### config.mk
export PLATFORM = sky130hd
export DESIGN_NAME = bht_pc_control_flat
export DESIGN_NICKNAME = d
export VERILOG_FILES = /design/src/rtl/bht_pc_control_if.sv /design/src/rtl/bht_pc_control.sv /design/src/flat_wrapper.sv
export SDC_FILE = /design/constraint.sdc
export NUM_CORES = 1
export LEC_CHECK = 0
export BUFFER_PORTS_ARGS = -buffer_cell sky130_fd_sc_hd__buf_4
export CAP_MARGIN = 20
export CORE_ASPECT_RATIO = 1.2
export CORE_MARGIN = 2
export CORE_UTILIZATION = 43
export CTS_CLUSTER_DIAMETER = 200
export CTS_CLUSTER_SIZE = 16
export DETAILED_ROUTE_END_ITERATION = 12
export GPL_ROUTABILITY_DRIVEN = 0
export SYNTH_ARGS = -nofsm -noshare
export SYNTH_HDL_FRONTEND = slang
export SYNTH_SLANG_ARGS = --single-unit
export TNS_END_PERCENT = 5
### constraint.sdc
create_clock -name clk -period 9.3 [get_ports clk]
set_input_delay 0.465 -clock clk [delete_from_list [all_inputs] [get_ports clk]]
set_output_delay 0.465 -clock clk [all_outputs]
set_load 0.01 [all_outputs]
### src/rtl/bht_pc_control_if.sv
// rtl/bht_pc_control_if.sv - fetch/resolve/next-PC bundle between the core and bht_pc_control
//
// Purpose: groups the fetch-side prediction signals, the stage-3 resolution
// signals and the PC-select outputs into one bundle.
// Modports:
//   master - core side: drives fetch_* and res_*; sees pred_taken, pc_sel,
//            next_pc, flush and the performance counters.
//   slave  - bht_pc_control side: the mirror image.
interface bht_pc_control_if #(
  parameter int CNT_W = 32
);
  logic [31:0]      fetch_pc;
  logic [31:0]      fetch_inst;
  logic             fetch_valid;
  logic             pred_taken;
  logic             res_valid;
  logic [31:0]      res_pc;
  logic [31:0]      res_inst;
  logic             res_pred_taken;
  logic             res_breq;
  logic             res_brlt;
  logic [31:0]      res_jalr_target;
  logic [1:0]       pc_sel;
  logic [31:0]      next_pc;
  logic             flush;
  logic [CNT_W-1:0] branch_count;
  logic [CNT_W-1:0] mispredict_count;

  modport master (
    output fetch_pc, fetch_inst, fetch_valid,
    output res_valid, res_pc, res_inst, res_pred_taken, res_breq, res_brlt, res_jalr_target,
    input  pred_taken, pc_sel, next_pc, flush, branch_count, mispredict_count
  );

  modport slave (
    input  fetch_pc, fetch_inst, fetch_valid,
    input  res_valid, res_pc, res_inst, res_pred_taken, res_breq, res_brlt, res_jalr_target,
    output pred_taken, pc_sel, next_pc, flush, branch_count, mispredict_count
  );
endinterface

### src/rtl/bht_pc_control.sv
// rtl/bht_pc_control.sv - BHT branch predictor and stage-3 PC select for the 3-stage core
//
// Purpose: predicts conditional branches at fetch from a table of 2-bit
// saturating counters (JAL always taken), resolves branches and JALR in
// stage 3, issues redirect/flush on mispredict and drives the fetch next-PC mux.
// Ports:
//   clk  - core clock
//   rst  - asynchronous, active-high reset
//   bus  - bht_pc_control_if.slave: fetch_* / res_* inputs, pred_taken,
//          pc_sel (0 pc+4, 1 predicted target, 2 redirect, 3 reset), next_pc,
//          flush, branch_count, mispredict_count
module bht_pc_control #(
  parameter int          BHT_ENTRIES = 64,
  parameter logic [1:0]  INIT_STATE  = 2'b01,
  parameter bit          ENABLE_PRED = 1'b1,
  parameter logic [31:0] RESET_PC    = 32'h4000_0000,
  parameter int          CNT_W       = 32
) (
  input logic           clk,
  input logic           rst,
  bht_pc_control_if.slave bus
);

  localparam int IDX_W = $clog2(BHT_ENTRIES);

  localparam logic [4:0] OP_BRANCH = 5'b11000;
  localparam logic [4:0] OP_JALR   = 5'b11001;
  localparam logic [4:0] OP_JAL    = 5'b11011;

  function automatic logic [31:0] imm_b(input logic [31:0] inst);
    return {{20{inst[31]}}, inst[7], inst[30:25], inst[11:8], 1'b0};
  endfunction

  function automatic logic [31:0] imm_j(input logic [31:0] inst);
    return {{12{inst[31]}}, inst[19:12], inst[20], inst[30:21], 1'b0};
  endfunction

  logic [1:0]       bht_q [BHT_ENTRIES];
  logic [CNT_W-1:0] branch_cnt_q, branch_cnt_d;
  logic [CNT_W-1:0] mispred_cnt_q, mispred_cnt_d;

  // ---------------- fetch-side prediction ----------------
  logic [4:0]       f_op;
  logic             f_is_jal, f_is_br;
  logic [IDX_W-1:0] f_idx;
  logic [1:0]       f_ctr;
  logic             f_taken;
  logic [31:0]      f_target;

  assign f_op     = bus.fetch_inst[6:2];
  assign f_is_jal = (f_op == OP_JAL);
  assign f_is_br  = (f_op == OP_BRANCH);
  assign f_idx    = bus.fetch_pc[IDX_W+1:2];
  // Reads the registered table: a same-cycle update to this index is not bypassed.
  assign f_ctr    = bht_q[f_idx];
  assign f_taken  = bus.fetch_valid && (f_is_jal || (f_is_br && ENABLE_PRED && f_ctr[1]));
  assign f_target = bus.fetch_pc + (f_is_jal ? imm_j(bus.fetch_inst) : imm_b(bus.fetch_inst));

  // ---------------- stage-3 resolution ----------------
  logic [4:0]       r_op;
  logic [2:0]       r_func3;
  logic             r_is_br, r_is_jalr;
  logic             r_actual;
  logic             r_mispred;
  logic             redirect;
  logic [31:0]      redirect_pc;
  logic [IDX_W-1:0] r_idx;
  logic [1:0]       r_ctr;
  logic [1:0]       bht_upd_d;
  logic             bht_we;

  assign r_op      = bus.res_inst[6:2];
  assign r_func3   = bus.res_inst[14:12];
  assign r_is_br   = bus.res_valid && (r_op == OP_BRANCH);
  assign r_is_jalr = bus.res_valid && (r_op == OP_JALR);

  always_comb begin
    r_actual = 1'b0;
    unique case (r_func3)
      3'b000:         r_actual = bus.res_breq;    // BEQ
      3'b001:         r_actual = !bus.res_breq;   // BNE
      3'b100, 3'b110: r_actual = bus.res_brlt;    // BLT / BLTU
      3'b101, 3'b111: r_actual = !bus.res_brlt;   // BGE / BGEU
      default:        r_actual = 1'b0;            // reserved encodings never branch
    endcase
  end

  assign r_mispred = r_is_br && (r_actual != bus.res_pred_taken);
  assign redirect  = r_mispred || r_is_jalr;

  always_comb begin
    if (r_is_jalr)
      redirect_pc = {bus.res_jalr_target[31:1], 1'b0};
    else if (r_actual)
      redirect_pc = bus.res_pc + imm_b(bus.res_inst);
    else
      redirect_pc = bus.res_pc + 32'd4;
  end

  assign r_idx  = bus.res_pc[IDX_W+1:2];
  assign r_ctr  = bht_q[r_idx];
  assign bht_we = r_is_br && ENABLE_PRED;

  always_comb begin
    bht_upd_d = r_ctr;
    if (r_actual) begin
      if (r_ctr != 2'd3) bht_upd_d = r_ctr + 2'd1;
    end else begin
      if (r_ctr != 2'd0) bht_upd_d = r_ctr - 2'd1;
    end
  end

  always_comb begin
    branch_cnt_d  = branch_cnt_q;
    mispred_cnt_d = mispred_cnt_q;
    if (r_is_br && (branch_cnt_q != '1))
      branch_cnt_d = branch_cnt_q + CNT_W'(1);
    if (redirect && (mispred_cnt_q != '1))
      mispred_cnt_d = mispred_cnt_q + CNT_W'(1);
  end

  always_ff @(posedge clk or posedge rst) begin
    if (rst) begin
      for (int i = 0; i < BHT_ENTRIES; i++) bht_q[i] <= INIT_STATE;
      branch_cnt_q  <= '0;
      mispred_cnt_q <= '0;
    end else begin
      branch_cnt_q  <= branch_cnt_d;
      mispred_cnt_q <= mispred_cnt_d;
      if (bht_we) bht_q[r_idx] <= bht_upd_d;
    end
  end

  // ---------------- next-PC mux ----------------
  always_comb begin
    bus.pc_sel     = 2'd0;
    bus.next_pc    = bus.fetch_pc + 32'd4;
    bus.flush      = 1'b0;
    bus.pred_taken = f_taken;
    if (rst) begin
      bus.pc_sel     = 2'd3;
      bus.next_pc    = RESET_PC;
      bus.pred_taken = 1'b0;
    end else if (redirect) begin
      bus.pc_sel  = 2'd2;
      bus.next_pc = redirect_pc;
      bus.flush   = 1'b1;
    end else if (f_taken) begin
      bus.pc_sel  = 2'd1;
      bus.next_pc = f_target;
    end
  end

  assign bus.branch_count     = branch_cnt_q;
  assign bus.mispredict_count = mispred_cnt_q;

  logic unused_bits;
  assign unused_bits = ^{bus.fetch_inst[1:0], bus.res_inst[24:15], bus.res_inst[1:0],
                         bus.res_jalr_target[0]};

endmodule

### src/flat_wrapper.sv
// flat-port wrapper written by rule: the top's interface ports become plain ports
module bht_pc_control_flat 
#(
  parameter int          BHT_ENTRIES = 64,
  parameter logic [1:0]  INIT_STATE  = 2'b01,
  parameter bit          ENABLE_PRED = 1'b1,
  parameter logic [31:0] RESET_PC    = 32'h4000_0000,
  parameter int          CNT_W       = 32
)
  (clk, rst, bus_fetch_pc, bus_fetch_inst, bus_fetch_valid, bus_res_valid, bus_res_pc, bus_res_inst, bus_res_pred_taken, bus_res_breq, bus_res_brlt, bus_res_jalr_target, bus_pred_taken, bus_pc_sel, bus_next_pc, bus_flush, bus_branch_count, bus_mispredict_count);
  bht_pc_control_if #(.CNT_W(CNT_W)) bus_i ();
  input logic clk;
  input logic rst;
  input wire logic [$bits(bus_i.fetch_pc)-1:0] bus_fetch_pc;
  input wire logic [$bits(bus_i.fetch_inst)-1:0] bus_fetch_inst;
  input wire logic [$bits(bus_i.fetch_valid)-1:0] bus_fetch_valid;
  input wire logic [$bits(bus_i.res_valid)-1:0] bus_res_valid;
  input wire logic [$bits(bus_i.res_pc)-1:0] bus_res_pc;
  input wire logic [$bits(bus_i.res_inst)-1:0] bus_res_inst;
  input wire logic [$bits(bus_i.res_pred_taken)-1:0] bus_res_pred_taken;
  input wire logic [$bits(bus_i.res_breq)-1:0] bus_res_breq;
  input wire logic [$bits(bus_i.res_brlt)-1:0] bus_res_brlt;
  input wire logic [$bits(bus_i.res_jalr_target)-1:0] bus_res_jalr_target;
  output wire logic [$bits(bus_i.pred_taken)-1:0] bus_pred_taken;
  output wire logic [$bits(bus_i.pc_sel)-1:0] bus_pc_sel;
  output wire logic [$bits(bus_i.next_pc)-1:0] bus_next_pc;
  output wire logic [$bits(bus_i.flush)-1:0] bus_flush;
  output wire logic [$bits(bus_i.branch_count)-1:0] bus_branch_count;
  output wire logic [$bits(bus_i.mispredict_count)-1:0] bus_mispredict_count;
  assign bus_i.fetch_pc = bus_fetch_pc;
  assign bus_i.fetch_inst = bus_fetch_inst;
  assign bus_i.fetch_valid = bus_fetch_valid;
  assign bus_i.res_valid = bus_res_valid;
  assign bus_i.res_pc = bus_res_pc;
  assign bus_i.res_inst = bus_res_inst;
  assign bus_i.res_pred_taken = bus_res_pred_taken;
  assign bus_i.res_breq = bus_res_breq;
  assign bus_i.res_brlt = bus_res_brlt;
  assign bus_i.res_jalr_target = bus_res_jalr_target;
  assign bus_pred_taken = bus_i.pred_taken;
  assign bus_pc_sel = bus_i.pc_sel;
  assign bus_next_pc = bus_i.next_pc;
  assign bus_flush = bus_i.flush;
  assign bus_branch_count = bus_i.branch_count;
  assign bus_mispredict_count = bus_i.mispredict_count;
  bht_pc_control #(.BHT_ENTRIES(BHT_ENTRIES), .INIT_STATE(INIT_STATE), .ENABLE_PRED(ENABLE_PRED), .RESET_PC(RESET_PC), .CNT_W(CNT_W)) u_core (.clk(clk), .rst(rst), .bus(bus_i));
endmodule
* Yosys cells after proc, flatten, opt, wreduce, memory -nomap -nowiden
Index checks and enable logic that the tools add are counted.
** Storage, ports and cells
- Input bits :: 167
- Bits in registers :: 192
- Output and inout bits :: 100
- Logic and storage cells :: 133
** Cells by class
- Bitwise gates (word level) :: 2
- Magnitude comparators :: 3
- Add/subtract/negate cells :: 8
- Mux-type cells :: 25
- Eq/ne operators :: 13
- Reductions and logical operators :: 16
** Operators with widths (number)
- 2-to-1 mux 32 bit :: 5
- bitwise mux 128 bit :: 1
- adder 32 x 1 -> 32 bit (second input constant) :: 2
- adder 32 x 3 -> 32 bit (second input constant) :: 2
- adder 32 bit :: 2
- inequality test 32 bit (second input constant) :: 2
- binary-select mux 2 bit (select 6 bit) :: 2
- equality test 5 bit (second input constant) :: 4
- 2-to-1 mux 2 bit :: 10
- 2-to-1 mux 20 bit :: 1
- greater-or-equal comparator 7 bit (second input constant) :: 2
- inverter 6 -> 7 bit :: 2
- demux 2 bit (select 6 bit) :: 1
- equality test 3 bit (second input constant) :: 4
- logical AND 1 bit :: 8
- less-than comparator 7 x 1 -> 1 bit (second input constant) :: 1
- 2-to-1 mux 1 bit :: 4
- one-hot mux 1 bit (4 select lines) :: 1
- OR reduction 2 bit :: 2
- equality test 3 x 1 -> 1 bit (second input constant) :: 1
- zero test 3 bit :: 1
- adder 2 x 1 -> 2 bit (second input constant) :: 1
- zero test 1 bit :: 2
- logical OR 1 bit :: 2
- other kinds (4) :: 4

* Longest topological paths before layout
Gate-level depths: netlist of run 1.
- Depth after elaboration :: 10
- Mapped depth :: 19
- Depth with buffers taken out :: 18

* Worst setup path after synthesis of run 1
Ideal clock, no wire load.
- Path kind :: in2out
- Start :: input port rst
- End :: output port bus_next_pc[26]
- Data required time :: 8.835 ns
- Setup slack :: 2.006 ns
- Data arrival time :: 6.829 ns
- Cell stages on the path :: 9
- Buffers on the path :: 0
- Path through :: clkinv_1 > nand2_1 > nor2_1 > inv_1 > nor2_1 > o21ai_0 > a21oi_1 > nor2_1 > o21ai_0
** On the way
- Cells in the longest elaborated chain, start to end :: 1
** RTL lines
- start, declared :: line flat_wrapper.sv:13 : input logic rst;
- 2-to-1 mux 32 bit :: line bht_pc_control.sv:140 : if (rst) begin
- end, declared :: line flat_wrapper.sv:26 : output wire logic [$bits(bus_i.next_pc)-1:0] bus_next_pc;
Every way passes these cells.

* Worst setup path after layout of run 1
- Start :: input port bus_fetch_inst[4]
- End :: output port bus_next_pc[28]
** On the way
- Cells in the longest elaborated chain, start to end :: 7
- Elaborated cells on any way between the ends :: 10
- Those cells by class :: 1 x add/sub; 2 x eq/ne; 4 x mux; 3 x reduce/logical
** RTL lines
- start, declared :: line flat_wrapper.sv:15 : input wire logic [$bits(bus_i.fetch_inst)-1:0] bus_fetch_inst;
- parallel branches: the longest is 4 deep, another holds adder 32 bit
- 2-to-1 mux 32 bit * :: line bht_pc_control.sv:148 : end else if (f_taken) begin
- 2-to-1 mux 32 bit * :: line bht_pc_control.sv:144 : end else if (redirect) begin
- 2-to-1 mux 32 bit * :: line bht_pc_control.sv:140
Mark *: on every way between the ends.

==> results.tsv, run 1 <==
metric	value	unit
status	finished clean	
startpoint_type	input pin	
finalCritPeriodShare	58.4	%
layout_common_cells	262 x buf_4, 188 x nand2_1, 158 x nor2_1, 147 x mux2_2, 128 x dfrtp_1	
cts_hold_buf	0	
maxCapViolations	0	
postRouteAntennaNets	0	
dieWidth	177	um
fin_nets	2145	
drc	0	
powerDensity	122	nW/um^2
antenna_found_initial	0	
syn_to_final_growth	18.9	%
tightest_slew	1100	ps
cts_max_level	4	
postSynthCellCount	1700	
crit_top_cell	nand2_1	
rows	75	
synth_edf_count	0	
synth_warnings	0	
fmax	184	MHz
crit_family	simple AND/OR/NAND/NOR gates	
finalMaxSlewViolations	0	
rsz0062_at_grt	no	
cts_made_buffers	17	
postCtsSetupRepairBufs	0	
clk_latency	440	ps
avgRoutedWirePerCell	21.5	um
slew_headroom	26.4	%
cts_tree	built	
dp_slack	3950	ps
path_max_fanout	13	
setup_slack	3870	ps
ys_types	86	
finalSetupViolCount	0	
peakVddDrop	116	uV
synthArstFlopShare	100	%
critPathKind	in2out	
min_period	5430	ps
cts_buffer_depth	2	
cp.arrival	4970	ps
rr_worst_depth	9	
ff_latch_area	4880	um^2
p_leak	8.31	nW
dp_hpwl	38200	um
io_pins	267	
die_y	211	um
wirelength	51300	um
skew	10.1	ps
grt_pass1_vias	13862	
root_buffer	clkbuf_16	
initial_core_util	43.9	%
grt-ovfl-total	0	
hold_path_class	in2async	
layout-drive-gt1-share	28.6	%
synthesis.area	15400	um^2
critical_path.endpoint_type	output port	
cp_slowest_cell	nor2_1	
r2r_slack	5830	ps
cp_cell_sequence	buf_4, nor2b_1, nand3_1, nor2_1, nand2_1, nand2_1, ha_1, and3_1, a2111oi_1, nor2_1, a221o_1, and4_1, nor3_1, o21ai_0, xor2_1, nand2_1, nand3_1, buf_4	
ys.flop_type	dfrtp_1	
avgSynthCellArea	9.06	um^2
tns	0	ps
r2r_start	u_core.bht_q[4]	
multi_input_area	10100	um^2
portBuffers	251	
crit_path_max_incr_delay	700	ps
num_vias	14122	
core_area	35100	um^2
grt_max_degree	133	
fillCellCount	3343	
path_buf_inv	2	
dr.pass1.iters	5	
die_area	37400	um^2
clkSinkCount	192	
hold_viol_final	0	
track_usage	27.0	%
via_per_inst	5.92	
clk_pin_slew	70	ps
ys_seq_area_share	31.7	%
grt_pass1_wl	78300	um
crit_required	8840	ps
timing.rr.end	u_core.bht_q[58]	
drt_iter0_drc	985	
final_common_cell	buf_4	
syn_nets	1936	
cts_resized	0	
ys_ff_latch	192	
==> worst max path at each step <==
| stage | from | endpoint | slack [ps] | depth (start not counted) |
|---|---|---|---|---|
| 2_1_floorplan | rst | bus_next_pc[26] | 2010 | 9 |
| 3_5_place_dp | bus_fetch_inst[4] | bus_next_pc[30] | 3950 | 18 |
| 5_1_grt | bus_fetch_inst[4] | bus_next_pc[30] | 3560 | 18 |
| 3_3_place_gp | bus_fetch_inst[4] | bus_next_pc[28] | 3960 | 18 |
| 4_1_cts | bus_fetch_inst[4] | bus_next_pc[30] | 3930 | 18 |
| 6_report | bus_fetch_inst[4] | bus_next_pc[28] | 3870 | 18 |
==> final cells by class <==
type	instances	share of cell area (%)
antenna	1	0.0137
clock buffer	22	2.64
clock inverter	10	0.936
inverter	30	0.656
multi-input combinational	1405	55.0
sequential	192	26.7
tap	462	3.16
timing repair buffer	263	10.9
==> cell families (layout without fill, tap and decap cells) <==
group | Yosys count | after routing | synth area share [%]
AO/OA/AOI/OAI | 375 | 375 | 16.2
XOR/XNOR | 166 | 166 | 9.44
adder cells (fa/ha/maj) | 70 | 70 | 5.78
buffers and inverters | 103 | 325 | 3.09
flip-flops | 192 | 192 | 31.7
multiplexers | 197 | 197 | 15.4
other | 0 | 1 | 0
AND/OR/NAND/NOR | 597 | 597 | 18.4
==> through the flow <==
step	hold slack, ps	power (mW)	area, um^2	utilization [%]	cells
final	323	2.23	18300	52.2	2385
after global routing	452	2.33	18300	52.2	2384
after CTS	405	2.23	18300	52.1	2383
after detailed placement	486	1.42	17600	50.2	2351
after global placement	477	1.42	17600	50.2	2351
after floorplan	491	1.22	15400	-	1700
==> flip-flops by register name, indices dropped and copies added (netlist names) <==
name / flops
u_core.bht_q: 128
u_core.bus.branch_count: 32
u_core.bus.mispredict_count: 32
==> synth_stat cells, types with 6 or more instances <==
cell type	number	area, um^2
nand2_1	188	706
nor2_1	158	593
mux2_2	147	1660
dfrtp_1	128	3200
a21oi_1	108	541
xnor2_1	104	911
ha_1	67	838
dfstp_2	64	1680
xor2_1	62	543
o21ai_0	60	300
nand3_1	55	275
a21o_1	43	323
clkbuf_1	35	131
mux2i_1	33	330
nand4_1	33	206
nor3_1	31	155
and3_1	30	188
inv_1	28	105
a211oi_1	26	195
buf_2	24	120
nor2b_1	19	119
and2_1	17	106
mux4_2	17	383
a22oi_1	16	120
a31oi_1	16	100
o211ai_1	15	113
a221oi_1	14	123
and4_1	13	114
or2_2	9	56.3
o22ai_1	8	50.1
buf_4	7	52.6
nand2b_1	7	43.8
or3_1	7	43.8
nor4_1	6	37.5
o21a_1	6	45.0
==> per-layer routing <==
metal	share of wire, %	GRT usage (%)	wire length (um)
met5	0	0	0
met4	5.0	14.1	2590
met3	5.5	4.27	2840
met2	50	47.2	25600
met1	40	31.8	20300
==> where the power goes <==
| part | switching (mW) | internal [mW] | leakage [nW] |
|---|---|---|---|
| Combinational | 0.323 | 0.227 | 5.58 |
| Sequential | 0.0147 | 0.849 | 2.41 |
| Clock | 0.328 | 0.484 | 0.324 |
==> worst reg2reg max path, stage by stage, from the launching register on <==
cell     delay (ps)
dfstp_2         370
mux4_2          490
nand2_1          90
a21oi_1         100
nor4_1          390
nand4_1         210
nor2_1          150
o21a_1          870
buf_4           500
mux2_2          250
Note: power is estimated with default switching activity, not from simulation.
==> run 2, diff against run 1 <==
--- a/config.mk
+++ b/config.mk
@@ -5,6 +5,7 @@
 export SDC_FILE = /design/constraint.sdc
 export NUM_CORES = 1
 export LEC_CHECK = 0
+export ABC_AREA = 1
 export BUFFER_PORTS_ARGS = -buffer_cell sky130_fd_sc_hd__buf_4
 export CAP_MARGIN = 20
 export CORE_ASPECT_RATIO = 1.2
@@ -14,6 +15,7 @@
 export CTS_CLUSTER_SIZE = 16
 export DETAILED_ROUTE_END_ITERATION = 12
 export GPL_ROUTABILITY_DRIVEN = 0
+export PLACE_DENSITY = 0.66
 export SYNTH_ARGS = -nofsm -noshare
 export SYNTH_HDL_FRONTEND = slang
 export SYNTH_SLANG_ARGS = --single-unit
==> constraint.sdc (replaced) <==
create_clock -name clk -period 4.8 [get_ports clk]
set_input_delay 0.24 -clock clk [delete_from_list [all_inputs] [get_ports clk]]
set_output_delay 0.24 -clock clk [all_outputs]
set_load 0.01 [all_outputs]
==> results.tsv, run 2 <==
metric	value	unit	change
postSynthCellCount	2690		was 1700
avgSynthCellArea	6.23	um^2	was 9.06 um^2
finalSetupViolCount	0		unchanged
crit_path_max_incr_delay	400	ps	was 700 ps
cts_max_level	4		unchanged
hold_path_class	in2async		unchanged
fmax	257	MHz	
synth_warnings	0		unchanged
crit_top_cell	nand2_1		unchanged
peakVddDrop	264	uV	was 116 uV
startpoint_type	input pin		unchanged
grt_max_degree	101		was 133
initial_core_util	43.4	%	was 43.9%
ys_types	43		was 86
core_area	38600	um^2	was 35100 um^2
antenna_found_initial	1		was 0
powerDensity	218	nW/um^2	was 122 nW/um^2
finalCritPeriodShare	81.2	%	
grt-ovfl-total	0		unchanged
postRouteAntennaNets	0		unchanged
syn_to_final_growth	18.2	%	was 18.9%
slew_headroom	28.5	%	was 26.4%
synth_most_common_cell	nand2_1		unchanged
rows	79		was 75
drc	0		unchanged
synthTopCellsByArea	nand2_1 22%, dfrtp_1 19%, dfstp_2 10%		was dfrtp_1 21%, dfstp_2 11%, mux2_2 11%
critical_path.endpoint_type	output port		unchanged
hold_viol_final	0		unchanged
dieWidth	184	um	was 177 um
synthesis.area	16800	um^2	was 15400 um^2
syn_nets	2926		was 1936
clkSinkCount	192		unchanged
root_buffer	clkbuf_16		unchanged
largest_reg_flops	128		unchanged
io_pins	267		unchanged
cts_tree	built		unchanged
ys_seq_area_share	29.2	%	was 31.7%
ys.flop_type	dfrtp_1		unchanged
skew	12.1	ps	was 10.1 ps
setup_slack	905	ps	was 3870 ps
cp_slowest_cell	fa_1		was nor2_1
wirelength	62700	um	was 51300 um
path_max_fanout	16		was 13
portBuffers	251		unchanged
p_leak	9.83	nW	was 8.31 nW
ys_ff_latch	192		unchanged
drt_iter0_drc	1851		was 985
top_register	u_core.bht_q		unchanged
finalMaxSlewViolations	0		unchanged
track_usage	30.5	%	was 27.0%
final_common_cell	nand2_1		was buf_4
maxCapViolations	0		unchanged
cts_buffer_depth	2		unchanged
num_vias	19108		was 14.1k
fillCellCount	3949		was 3343
holdWs	469	ps	was 323 ps
path_buf_inv	4		was 2
synth_edf_count	0		unchanged
cp_cell_sequence	buf_4, nor2_1, nand4_1, buf_4, mux2_2, ha_1, inv_1, fa_1, o21ai_0, nand3_1, nand3_1, nand2_1, nand2_1, nand2_1, nand2_1, nand3_1, nand3_1, nand2_1, buf_4		was buf_4, nor2b_1, nand3_1, nor2_1, nand2_1, nand2_1, ha_1, and3_1, a2111oi_1, nor2_1, a221o_1, and4_1, nor3_1, o21ai_0, xor2_1, nand2_1, nand3_1, buf_4
grt_pass1_vias	18185		was 13.9k
tns	0	ps	unchanged
avgRoutedWirePerCell	18.2	um	was 21.5 um
synthTopCellsByCount	977 x nand2_1, 301 x nor2_1, 296 x inv_1		was 188 x nand2_1, 158 x nor2_1, 147 x mux2_2
die_y	220	um	was 211 um
min_period	3900	ps	
via_per_inst	5.53		was 5.92
dp_hpwl	47600	um	was 38200 um
crit_required	4560	ps	was 8840 ps
clk_pin_slew	70	ps	about the same
dp_slack	1130	ps	was 3950 ps
layout-drive-gt1-share	13.4	%	was 28.6%
synthArstFlopShare	100	%	unchanged
cp.arrival	3660	ps	was 4970 ps
cts_resized	0		unchanged
rsz0062_at_grt	no		unchanged
grt_pass1_wl	96300	um	was 78300 um
dr.pass1.iters	9		was 5
cts_made_buffers	17		unchanged
crit_family	simple AND/OR/NAND/NOR gates		unchanged
die_area	40600	um^2	was 37400 um^2
clk_latency	460	ps	was 440 ps
netlist.area_leader.share	21.9	%	was 20.8%
layout_common_cells	977 x nand2_1, 300 x nor2_1, 295 x inv_1, 264 x buf_4, 190 x nand3_1		was 262 x buf_4, 188 x nand2_1, 158 x nor2_1, 147 x mux2_2, 128 x dfrtp_1
status	finished clean		unchanged
fin_nets	3151		was 2145
tightest_slew	1070	ps	was 1100 ps
synth_area_leader_cell	nand2_1		was dfrtp_1
critPathKind	in2out		unchanged
[run 2: changes by cell type in the layout (fill, tap and decap cells not counted), moves of 33 or more]
cell,delta
nand2_1,+789
nand3_1,+135
a21o_1,-37
mux2_2,-143
mux2i_1,-33
xnor2_1,-57
o21ai_0,+38
nor2_1,+142
inv_1,+267
[run 2: what timing repair did]
| action | 4_1_cts | 5_1_grt |
|---|---|---|
| hold buffers | 1 | 0 |
| endpoints found under the hold margin | 11 | 0 |
| setup buffers | 0 | 0 |
[run 2: logic make-up after synthesis]
group,Yosys count,share of synthesized area (%)
compound gates,298,10.1
buf+inv,370,8.52
xor+xnor,125,6.53
flops,192,29.2
mux,4,0.269
fa+ha+maj,69,5.24
simple gates,1632,40.1
[run 2: per-stage QoR]
stage | cell area [um^2] | cells | power [mW] | utilization (%)
after floorplan | 16800 | 2690 | 2.38 | -
after global placement | 19200 | 3421 | 2.83 | 49.7
after detailed placement | 19200 | 3421 | 2.84 | 49.7
after CTS | 19800 | 3454 | 4.31 | 51.2
after global routing | 19800 | 3455 | 4.51 | 51.2
final | 19800 | 3456 | 4.31 | 51.3
[run 2: final timing paths]
| check | start | end | slack (ps) | cells after the start |
|---|---|---|---|---|
| setup / recovery | bus_fetch_inst[4] | bus_next_pc[29] | 900 | 19 |
| hold / removal | rst | u_core.bht_q[27] | 470 | 3 |
| setup reg to reg | u_core.bus.branch_count[1] | u_core.bus.branch_count[27] | 2220 | 11 |
| hold reg to reg | u_core.bht_q[116] | u_core.bht_q[116] | 470 | 2 |
| max in group asynchronous | rst | u_core.bus.branch_count[7] | 3070 | 4 |
| min in group clk | u_core.bht_q[116] | u_core.bht_q[116] | 470 | 2 |
[run 2: layout make-up]
type / count / area [um^2] / share of cell area [%]
tap: 526 / 658 / 3.32
multi-input combinational: 2128 / 10500 / 52.8
clock inverter: 14 / 169 / 0.853
antenna: 2 / 5.00 / 0.0253
timing repair buffer: 268 / 2050 / 10.4
clock buffer: 18 / 429 / 2.17
inverter: 308 / 1160 / 5.86
sequential: 192 / 4880 / 24.7
[run 2: layer usage]
metal / track usage (%) / vias up / wire (um)
li1: - / 9109 / -
met1: 35.4 / 8823 / 23800
met2: 51.4 / 931 / 29400
met3: 5.79 / 245 / 5110
met4: 20.4 / 0 / 4460
met5: 0 / - / 0
[run 2: tightest hold or removal path, stage by stage]
cell	delay [ps]
dlygate4sd3_1	550
buf_4	180
clkinvlp_4	410
[run 2: power breakdown]
group          internal [mW]  total (mW)  switching (mW)  leakage (nW)
Sequential              1.65        1.68          0.0301          2.41
Clock                  0.786        1.47           0.684         0.284
Combinational          0.412        1.17           0.753          7.13
==> run 3, diff against run 2 <==
--- a/config.mk
+++ b/config.mk
@@ -5,7 +5,7 @@
 export SDC_FILE = /design/constraint.sdc
 export NUM_CORES = 1
 export LEC_CHECK = 0
-export ABC_AREA = 1
+export ABC_AREA = 0
 export BUFFER_PORTS_ARGS = -buffer_cell sky130_fd_sc_hd__buf_4
 export CAP_MARGIN = 20
 export CORE_ASPECT_RATIO = 1.2
==> constraint.sdc (replaced) <==
create_clock -name clk -period 3.2 [get_ports clk]
set_input_delay 0.16 -clock clk [delete_from_list [all_inputs] [get_ports clk]]
set_output_delay 0.16 -clock clk [all_outputs]
set_load 0.01 [all_outputs]
==> results.tsv, run 3 (synthesis results as in run 1) <==
metric	value	unit	change
status	finished, violations left		was finished clean
failed_checks	negative setup slack		
clk_latency	440	ps	was 460 ps
cp_slowest_cell	a2111oi_4		was fa_1
p_int	4.79	mW	was 2.84 mW
fin_nets	2343		was 3151
critical_path.endpoint_type	output port		unchanged
path_max_fanout	3		was 16
grtUsageMet3	4.44	%	was 5.79%
p_seq_share	36.6	%	was 38.9%
slew_headroom	18.0	%	was 28.5%
portBuffers	251		unchanged
crit_family	compound AO/OA/AOI/OAI gates		was simple AND/OR/NAND/NOR gates
die_y	211	um	was 220 um
via_per_inst	5.88		was 5.53
place_inst	2545		was 3421
core_area	35100	um^2	was 38600 um^2
p_leak	9.40	nW	was 9.83 nW
cts_buffer_depth	2		unchanged
critPathKind	in2out		unchanged
path_buf_inv	5		was 4
tightest_slew	1230	ps	was 1070 ps
antenna_found_initial	0		was 1
crit_top_cell	buf_6		was nand2_1
largest_reg_flops	128		unchanged
tns	-6580	ps	was 0 ps
clk_pin_slew	70	ps	about the same
maxCapViolations	0		unchanged
cts_made_buffers	17		unchanged
syn_to_final_growth	32.3	%	was 18.2%
holdWs	98.5	ps	was 469 ps
dp_hpwl	41400	um	was 47600 um
top_register	u_core.bht_q		unchanged
crit_path_max_incr_delay	420	ps	was 400 ps
die_area	37400	um^2	was 40600 um^2
grt_pass1_vias	14973		was 18.2k
fin_cells	2582		was 3456
layout_common_cells	443 x buf_4, 181 x nand2_1, 156 x nor2_1, 144 x mux2_2, 128 x dfrtp_1		was 977 x nand2_1, 300 x nor2_1, 295 x inv_1, 264 x buf_4, 190 x nand3_1
setup_slack	-500	ps	was 905 ps
finalInstanceArea	20400	um^2	was 19800 um^2
min_period	3700	ps	
clkSinkCount	192		unchanged
hold_viol_final	0		unchanged
skew	9.89	ps	was 12.1 ps
wirelength	53600	um	was 62700 um
root_buffer	clkbuf_16		unchanged
place_area	19300	um^2	was 19200 um^2
final_common_cell	buf_4		was nand2_1
grt_max_degree	194		was 101
switchingPower	2.07	mW	was 1.47 mW
finalSetupViolCount	28		was 0
grt-ovfl-total	0		unchanged
busiest_layer	met2		unchanged
diodes	0		was 2
cp_cell_sequence	buf_6, nor2b_4, nand4_1, buf_6, buf_6, nand2_4, nand2_4, ha_4, buf_6, a21o_1, a2111oi_4, nor3_2, o2111ai_2, nand2_1, a211o_1, a211oi_2, xnor2_1, nand2_1, a211oi_4, buf_6		was buf_4, nor2_1, nand4_1, buf_4, mux2_2, ha_1, inv_1, fa_1, o21ai_0, nand3_1, nand3_1, nand2_1, nand2_1, nand2_1, nand2_1, nand3_1, nand3_1, nand2_1, buf_4
io_pins	267		unchanged
sw_frac_of_total	30.2	%	was 34.0%
dieWidth	177	um	was 184 um
peakVddDrop	347	uV	was 264 uV
cts_max_level	4		unchanged
grt_pass1_wl	81400	um	was 96300 um
cts_hold_buf	0		was 1
num_vias	15177		was 19.1k
finalCritPeriodShare	116	%	
fmax	270	MHz	
crit_required	3040	ps	was 4560 ps
avgRoutedWirePerCell	20.7	um	was 18.2 um
startpoint_type	input pin		unchanged
layout-drive-gt1-share	38.9	%	was 13.4%
powerDensity	336	nW/um^2	was 218 nW/um^2
cts_tree	built		unchanged
drt_iter0_drc	1261		was 1851
dr.pass1.iters	7		was 9
cp.arrival	3540	ps	was 3660 ps
rsz0062_at_grt	yes		was no
rows	75		was 79
finalMaxSlewViolations	0		unchanged
hold_path_class	in2async		unchanged
grtUsageMet2	49.8	%	was 51.4%
grt_util_met1	32.8	%	was 35.4%
track_usage	27.9	%	was 30.5%
drc	0		unchanged
postRouteAntennaNets	0		unchanged
clkPwrFrac	34.7	%	was 34.1%
combPwrFrac	28.6	%	was 27.0%
initial_core_util	43.9	%	was 43.4%
dp_slack	-638	ps	was 1130 ps
-- run 3: final cells by class --
| cell class | instances | area, um^2 |
|---|---|---|
| Clock buffer | 18 | 439 |
| Clock inverter | 14 | 210 |
| Fill cell | 3094 | 14700 |
| Inverter | 30 | 120 |
| Multi-Input combinational cell | 1405 | 10500 |
| Sequential cell | 192 | 4880 |
| Tap cell | 462 | 578 |
| Timing Repair Buffer | 461 | 3610 |
-- run 3: per-stage QoR --
| stage | total power [mW] | utilization (%) |
|---|---|---|
| after floorplan | 3.55 | - |
| after global placement | 4.38 | 54.9 |
| after detailed placement | 4.41 | 54.9 |
| after CTS | 6.82 | 57.2 |
| after global routing | 7.14 | 58.1 |
| final | 6.86 | 58.1 |
-- run 3: power by group through the flow --
stage | sequential, mW | clock [mW] | combinational (mW)
2_1_floorplan | 2.56 | 0 | 0.994
4_1_cts | 2.51 | 2.41 | 1.89
3_3_place_gp | 2.55 | 0 | 1.83
6_report | 2.51 | 2.38 | 1.96
5_1_grt | 2.52 | 2.51 | 2.11
3_5_place_dp | 2.55 | 0 | 1.85
-- run 3: tightest hold or removal path: cells and delay by family --
family                 cells  cell delay [ps]
buffers and inverters      3              910
-- run 3: final timing paths --
kind / start / to / slack (ps) / cells past startpoint
worst max-delay path: bus_fetch_inst[4] / bus_next_pc[30] / -500 / 20
worst min-delay path: rst / u_core.bht_q[15] / 100 / 3
worst max register to register: u_core.bus.mispredict_count[4] / u_core.bus.mispredict_count[21] / 270 / 10
worst min register to register: u_core.bus.mispredict_count[21] / u_core.bus.mispredict_count[21] / 490 / 1
max in group asynchronous: rst / u_core.bus.mispredict_count[6] / 2100 / 3
min in group clk: bus_res_pc[4] / u_core.bht_q[11] / 410 / 5
-- run 3: what timing repair did --
| action | 4_1_cts | 5_1_grt |
|---|---|---|
| setup buffers | 2 | 3 |
| setup endpoints to repair | 31 | 33 |
| gates resized for setup | 34 | 62 |
| pin swaps | 22 | 25 |
| endpoints found under the hold margin | 0 | 0 |
-- run 3: per-layer routing --
metal / wire [um] / vias to the layer above / share of wire (%)
li1: - / 7024 / -
met1: 20600 / 7369 / 38
met2: 27100 / 655 / 51
met3: 3660 / 129 / 6.8
met4: 2240 / 0 / 4.2
met5: 0 / - / 0
